## config.mk

```make
export PLATFORM = sky130hd
export DESIGN_NAME = group_add_tree
export DESIGN_NICKNAME = d
export VERILOG_FILES = /design/src/rtl/group_pkg.sv /design/src/rtl/group_add_stage.sv /design/src/rtl/group_add_tree.sv
export SDC_FILE = /design/constraint.sdc
export NUM_CORES = 1
export LEC_CHECK = 0
export ABC_AREA = 1
export CAP_MARGIN = 20
export CORE_UTILIZATION = 55
export CTS_CLUSTER_DIAMETER = 80
export DETAILED_ROUTE_END_ITERATION = 10
export GPL_ROUTABILITY_DRIVEN = 0
export HOLD_SLACK_MARGIN = 0.12
export PLACE_DENSITY = 0.81
export SLEW_MARGIN = 20
export SYNTH_ARGS = -nofsm -noshare
export SYNTH_HDL_FRONTEND = slang
export SYNTH_SLANG_ARGS = --single-unit
```

## constraint.sdc

```tcl
create_clock -name clk -period 5.61 [get_ports clk]
set_clock_uncertainty 0.2 [all_clocks]
set_input_delay 0.561 -clock clk [delete_from_list [all_inputs] [get_ports clk]]
set_output_delay 0.561 -clock clk [all_outputs]
set_load 0.02 [all_outputs]
```

## src/rtl/group_pkg.sv

```systemverilog
// Shared helpers for the adder tree: clog2, saturation bounds and pairwise add functions.
// Operands are passed sign-extended to 64 bits; callers truncate the result to their width.
package group_pkg;

  function automatic int unsigned clog2(input int unsigned v);
    int unsigned r;
    r = 0;
    for (int unsigned i = 0; i < 32; i++) begin
      if ((64'd1 << i) < 64'(v)) r = i + 1;
    end
    return r;
  endfunction

  function automatic longint sat_max(input int unsigned width);
    return (64'sd1 <<< (width - 1)) - 64'sd1;
  endfunction

  function automatic longint sat_min(input int unsigned width);
    return -(64'sd1 <<< (width - 1));
  endfunction

  function automatic longint add_wrap(input longint a, input longint b);
    return a + b;
  endfunction

  function automatic longint add_sat(input longint a, input longint b, input int unsigned width);
    longint s;
    s = a + b;
    if (s > sat_max(width)) return sat_max(width);
    if (s < sat_min(width)) return sat_min(width);
    return s;
  endfunction

endpackage

```

## src/rtl/group_add_stage.sv

```systemverilog
// One registered level of the adder tree: N operands in, N/2 pairwise sums out.
// Saturating pairwise adds when GROUP_ADD_TREE_SAT_EN is defined, wrapping adds otherwise.
module group_add_stage
  import group_pkg::*;
#(
  parameter int unsigned N         = 4,
  parameter int unsigned NUM_WIDTH = 16
) (
  input  logic                           clk,
  input  logic                           rst_n,
  input  logic                           en,
  input  logic [N*NUM_WIDTH-1:0]         in_data,
  input  logic                           in_val,
  output logic [(N/2)*NUM_WIDTH-1:0]     out_data,
  output logic                           out_val
);

  localparam int unsigned M = N / 2;

  function automatic longint pair_add(input longint a, input longint b);
`ifdef GROUP_ADD_TREE_SAT_EN
    return add_sat(a, b, NUM_WIDTH);
`else
    return add_wrap(a, b);
`endif
  endfunction

  logic [M*NUM_WIDTH-1:0] sum;

  always_comb begin
    sum = '0;
    for (int i = 0; i < int'(M); i++) begin
      sum[i*NUM_WIDTH +: NUM_WIDTH] = NUM_WIDTH'(pair_add(
          longint'(signed'(in_data[(2*i)*NUM_WIDTH +: NUM_WIDTH])),
          longint'(signed'(in_data[(2*i+1)*NUM_WIDTH +: NUM_WIDTH]))));
    end
  end

  always_ff @(posedge clk or negedge rst_n) begin
    if (!rst_n) begin
      out_data <= '0;
      out_val  <= 1'b0;
    end else if (en) begin
      out_data <= sum;
      out_val  <= in_val;
    end
  end

endmodule

```

## src/rtl/group_add_tree.sv

```systemverilog
// Pipelined signed adder tree: input register plus log2(GROUP_NB) registered adder levels.
// Define GROUP_ADD_TREE_SAT_EN for saturating pairwise additions.
module group_add_tree
  import group_pkg::*;
#(
  parameter int unsigned GROUP_NB  = 4,
  parameter int unsigned NUM_WIDTH = 16
) (
  input  logic                          clk,
  input  logic                          rst_n,
  input  logic [NUM_WIDTH*GROUP_NB-1:0] up_data,
  input  logic                          up_val,
  output logic                          up_rdy,
  output logic [NUM_WIDTH-1:0]          dn_data,
  output logic                          dn_val,
  input  logic                          dn_rdy
);

  localparam int unsigned S = clog2(GROUP_NB);

  if (GROUP_NB < 2 || GROUP_NB > 64 || (GROUP_NB & (GROUP_NB - 1)) != 0) begin : g_bad_nb
    $fatal(1, "group_add_tree: GROUP_NB=%0d must be a power of two in 2..64", GROUP_NB);
  end
  if (NUM_WIDTH < 2 || NUM_WIDTH > 62) begin : g_bad_width
    $fatal(1, "group_add_tree: NUM_WIDTH=%0d must be in 2..62", NUM_WIDTH);
  end

  // Single global enable: every level advances or holds together.
  logic en;
  assign en     = !dn_val || dn_rdy;
  assign up_rdy = en;

  for (genvar l = 0; l <= int'(S); l++) begin : g_lvl
    localparam int unsigned N = GROUP_NB >> l;
    logic [N*NUM_WIDTH-1:0] data;
    logic                   val;

    if (l == 0) begin : g_in
      always_ff @(posedge clk or negedge rst_n) begin
        if (!rst_n) begin
          data <= '0;
          val  <= 1'b0;
        end else if (en) begin
          data <= up_data;
          val  <= up_val;
        end
      end
    end else begin : g_add
      group_add_stage #(
        .N         (GROUP_NB >> (l - 1)),
        .NUM_WIDTH (NUM_WIDTH)
      ) u_stage (
        .clk      (clk),
        .rst_n    (rst_n),
        .en       (en),
        .in_data  (g_lvl[l-1].data),
        .in_val   (g_lvl[l-1].val),
        .out_data (data),
        .out_val  (val)
      );
    end
  end

  assign dn_data = g_lvl[S].data;
  assign dn_val  = g_lvl[S].val;

endmodule
```

==> impl_metrics.csv <==
group,metric,value,unit
layout,diodes,0,
die,coreArea,0.0122,sq mm
timing,postLayoutSetupSlackWorst,3080,ps
layout,syn2layout_area_growth,23.5,%
global_routing,grt_pass1_wl,26100,um
yosys,synth_area,0.00694,sq mm
min_path,holdPathStages,2,
routing,first_iter_violations,372,
place,portBuffers,85,
worst_setup_path,r2r_end,"g_lvl[2].g_add.u_stage.out_data[12]$_DFFE_PN0P_",
die,die_h,114,um
yosys,synth_cell_types,26,
routing,wl_per_cell,11.9,um
layout,drive_gt1_share,4.33,%
yosys,yosys.area.top_type,"dfrtp_1",
cts,cts.sinks,115,
power,p_sw_share,41.6,%
timing,worst_slew_pin_slew,1050,ps
power,p_clk_share,23.8,%
routing,firstDrtPassIters,6,
yosys,ys_warn_count,0,
cts,cts_buffers,17,
timing,setup_viol,0,
min_path,min-delay-start,"g_lvl[1].g_add.u_stage.out_val$_DFFE_PN0P_",
worst_setup_path,crit_type,"primary input to output port",
worst_setup_path,reg2reg_depth,9,
routing,wirelength,14900,um
worst_setup_path,critPathRequiredTime,4850,ps
power,seq_power_share,26.6,%
worst_setup_path,ff2ff_setup_slack,3480,ps
timing,setup_tns,0,ps
cts,cts_tree,"built",
worst_setup_path,cp-startpoint,"dn_rdy",
worst_setup_path,startpoint_type,"primary input",
yosys,netlist_instances,989,
layout,stdcell_area,0.00857,sq mm
power,power_density,586,mW/mm^2
timing,fin_crit_sh,45.2,%
die,dieArea,0.0131,sq mm
global_routing,grt_max_degree,126,
yosys,synth.avg_cell_area,7.02,sq um
die,fp.dieW,114,um
min_path,min_path_type,"register to register",
yosys,yosys_register_bits,115,
power,p_switching,2090,uW
yosys,ys_seq_area_share,41.5,%
routing,vias_per_cell,4.89,
power,power_leakage,0.00475,uW
global_routing,gr-total-overflow,0,
cts,clk_pin_slew_worst_paths,50,ps
cts,cts-htree-levels,4,
place,pre_cts_ws,2920,ps
power,pwr-share-comb,49.6,%
timing,fmaxAchievable,394,MHz
timing,finalHoldViolCount,0,
layout,layout.nets,1189,
worst_setup_path,critPathMaxFanout,2,
yosys,synth_top_cell_area_share,41.5,%
place,placed_cell_area,0.00791,sq mm
status,status,"finished clean",
routing,vias,6126,
worst_setup_path,critPathCaptureType,"output port",
global_routing,grt_pass1_vias,5818,
cts,clock_latency,420,ps
place,place_hpwl,10200,um
die,io_pins,86,
global_routing,antenna_found_initial,0,
timing,slew_headroom,29.8,%
yosys,synthesis.nets,1105,
cts,cts_buffer_depth,2,
yosys,synthTopCellsByArea,"dfrtp_1, nand2_1, ha_1",
cts,cts_root_buf,"clkbuf_16",
power,worst_ir_drop_vdd,0.553,mV
die,num_rows,40,
timing,rsz0062_at_grt,"no",
routing,drcViolationCount,0,
min_path,worstHoldEndpoint,"g_lvl[2].g_add.u_stage.out_val$_DFFE_PN0P_",
routing,drtAntennaViolNets,0,
global_routing,grtUsageTotal,25.4,%
timing,period_needed,2530,ps
power,total_power,5020,uW
die,initial_core_util,57.1,%
worst_setup_path,r2r-start,"g_lvl[1].g_add.u_stage.out_data[0]$_DFFE_PN0P_",
job,drv_cap,0,
power,internal_power,2930,uW
worst_setup_path,arrival,1770,ps
timing,drv_slew,0,
[metal layers]
metal	global-route usage [%]	wire (um)	share of wire [%]
met5	0	0	0
met4	9.09	241	1.6
met3	4.71	615	4.1
met2	40.7	6890	46
met1	34.5	7120	48
[cell type report]
type,count,area [sq um]
clock inverters,10,178
flip-flops and latches,115,2880
well taps,168,210
fillers,1002,3590
clock buffers,22,474
inverters,111,417
multi-input cells,739,3530
repair buffers,89,885
[per-stage QoR]
| stage | instances | util, % | hold slack (ps) |
|---|---|---|---|
| global placement | 1221 | 65.0 | 238 |
| finish | 1254 | 70.5 | 261 |
| detailed placement | 1221 | 65.0 | 242 |
| global route | 1254 | 70.5 | 289 |
| floorplan | 989 | - | 65.4 |
| CTS | 1254 | 70.5 | 267 |
[layout by cell type, fill, tap and decap left out, drive strengths merged]
cell | netlist | final
nor2 | 34 | 34
ha | 45 | 45
buf | 18 | 4
clkdlybuf4s50 | 0 | 84
nand2 | 521 | 521
dlygate4sd3 | 0 | 1
inv | 111 | 111
nand3b | 9 | 9
a21oi | 21 | 21
dfrtp | 115 | 115
xor2 | 3 | 3
nand3 | 51 | 51
fa | 3 | 3
clkbuf | 6 | 22
clkinvlp | 0 | 1
bufinv | 0 | 5
clkinv | 0 | 4
o21ai | 16 | 16
nor3 | 9 | 9
nand4 | 3 | 3
or2 | 6 | 6
and2 | 3 | 3
xnor2 | 15 | 15
[logic make-up (layout without fill, tap and decap cells)]
| family | Yosys count | count (layout) | synth area share (%) |
|---|---|---|---|
| buf+inv | 135 | 232 | 7.63 |
| simple gates | 636 | 636 | 37.0 |
| xor+xnor | 18 | 18 | 2.27 |
| compound gates | 37 | 37 | 2.67 |
| fa+ha+maj | 48 | 48 | 8.98 |
| flops | 115 | 115 | 41.5 |
[critical path, stage by stage]
cell and delay [ps]:
clkdlybuf4s50_1 500, nor2_4 60, inv_2 50, clkdlybuf4s50_1 610
[flip-flops by register name (all words and copies together), names as in the netlist]
register	cells
g_lvl.g_add.u_stage.out_val	2
g_lvl.data	64
g_lvl.val	1
g_lvl.g_add.u_stage.out_data	48
[worst max-delay path by stage]
stage,to,slack (ps),depth (start not counted)
floorplan,g_lvl[1].g_add.u_stage.out_data[8]$_DFFE_PN0P_,3730,10
global placement,g_lvl[1].g_add.u_stage.out_data[4]$_DFFE_PN0P_,2990,4
global route,up_rdy,3020,4
CTS,up_rdy,3070,4
detailed placement,g_lvl[1].g_add.u_stage.out_data[19]$_DFFE_PN0P_,2920,4
finish,up_rdy,3080,4
[power groups by stage]
stage	Clock [uW]	Sequential [uW]	Combinational (uW)
2_1_floorplan	0	1370	1780
3_3_place_gp	0	1350	2380
3_5_place_dp	0	1350	2450
4_1_cts	1200	1340	2490
5_1_grt	1250	1370	2850
6_report	1200	1340	2490
[cell usage after synthesis]
master,instances
nand2_1,515
nand3_1,49
nand2_2,6
nand3_2,2
nor2_1,33
or2_0,3
o21ai_0,7
inv_1,110
inv_2,1
clkbuf_1,6
buf_2,15
o21ai_1,9
nand4_1,3
xnor2_1,15
nor3_1,9
a21oi_1,21
dfrtp_1,115
xor2_1,3
nand3b_1,9
buf_4,1
or2_1,3
ha_1,45
and2_4,3
nor2_4,1
fa_1,3
buf_1,2
[repair_timing]
item,in CTS,in global routing
endpoints found under the hold margin,67,0
buffers inserted,0,0
hold buffers,1,0
resized for setup,0,0
setup endpoints to repair,0,0
Power figures use the tool's default switching activity.
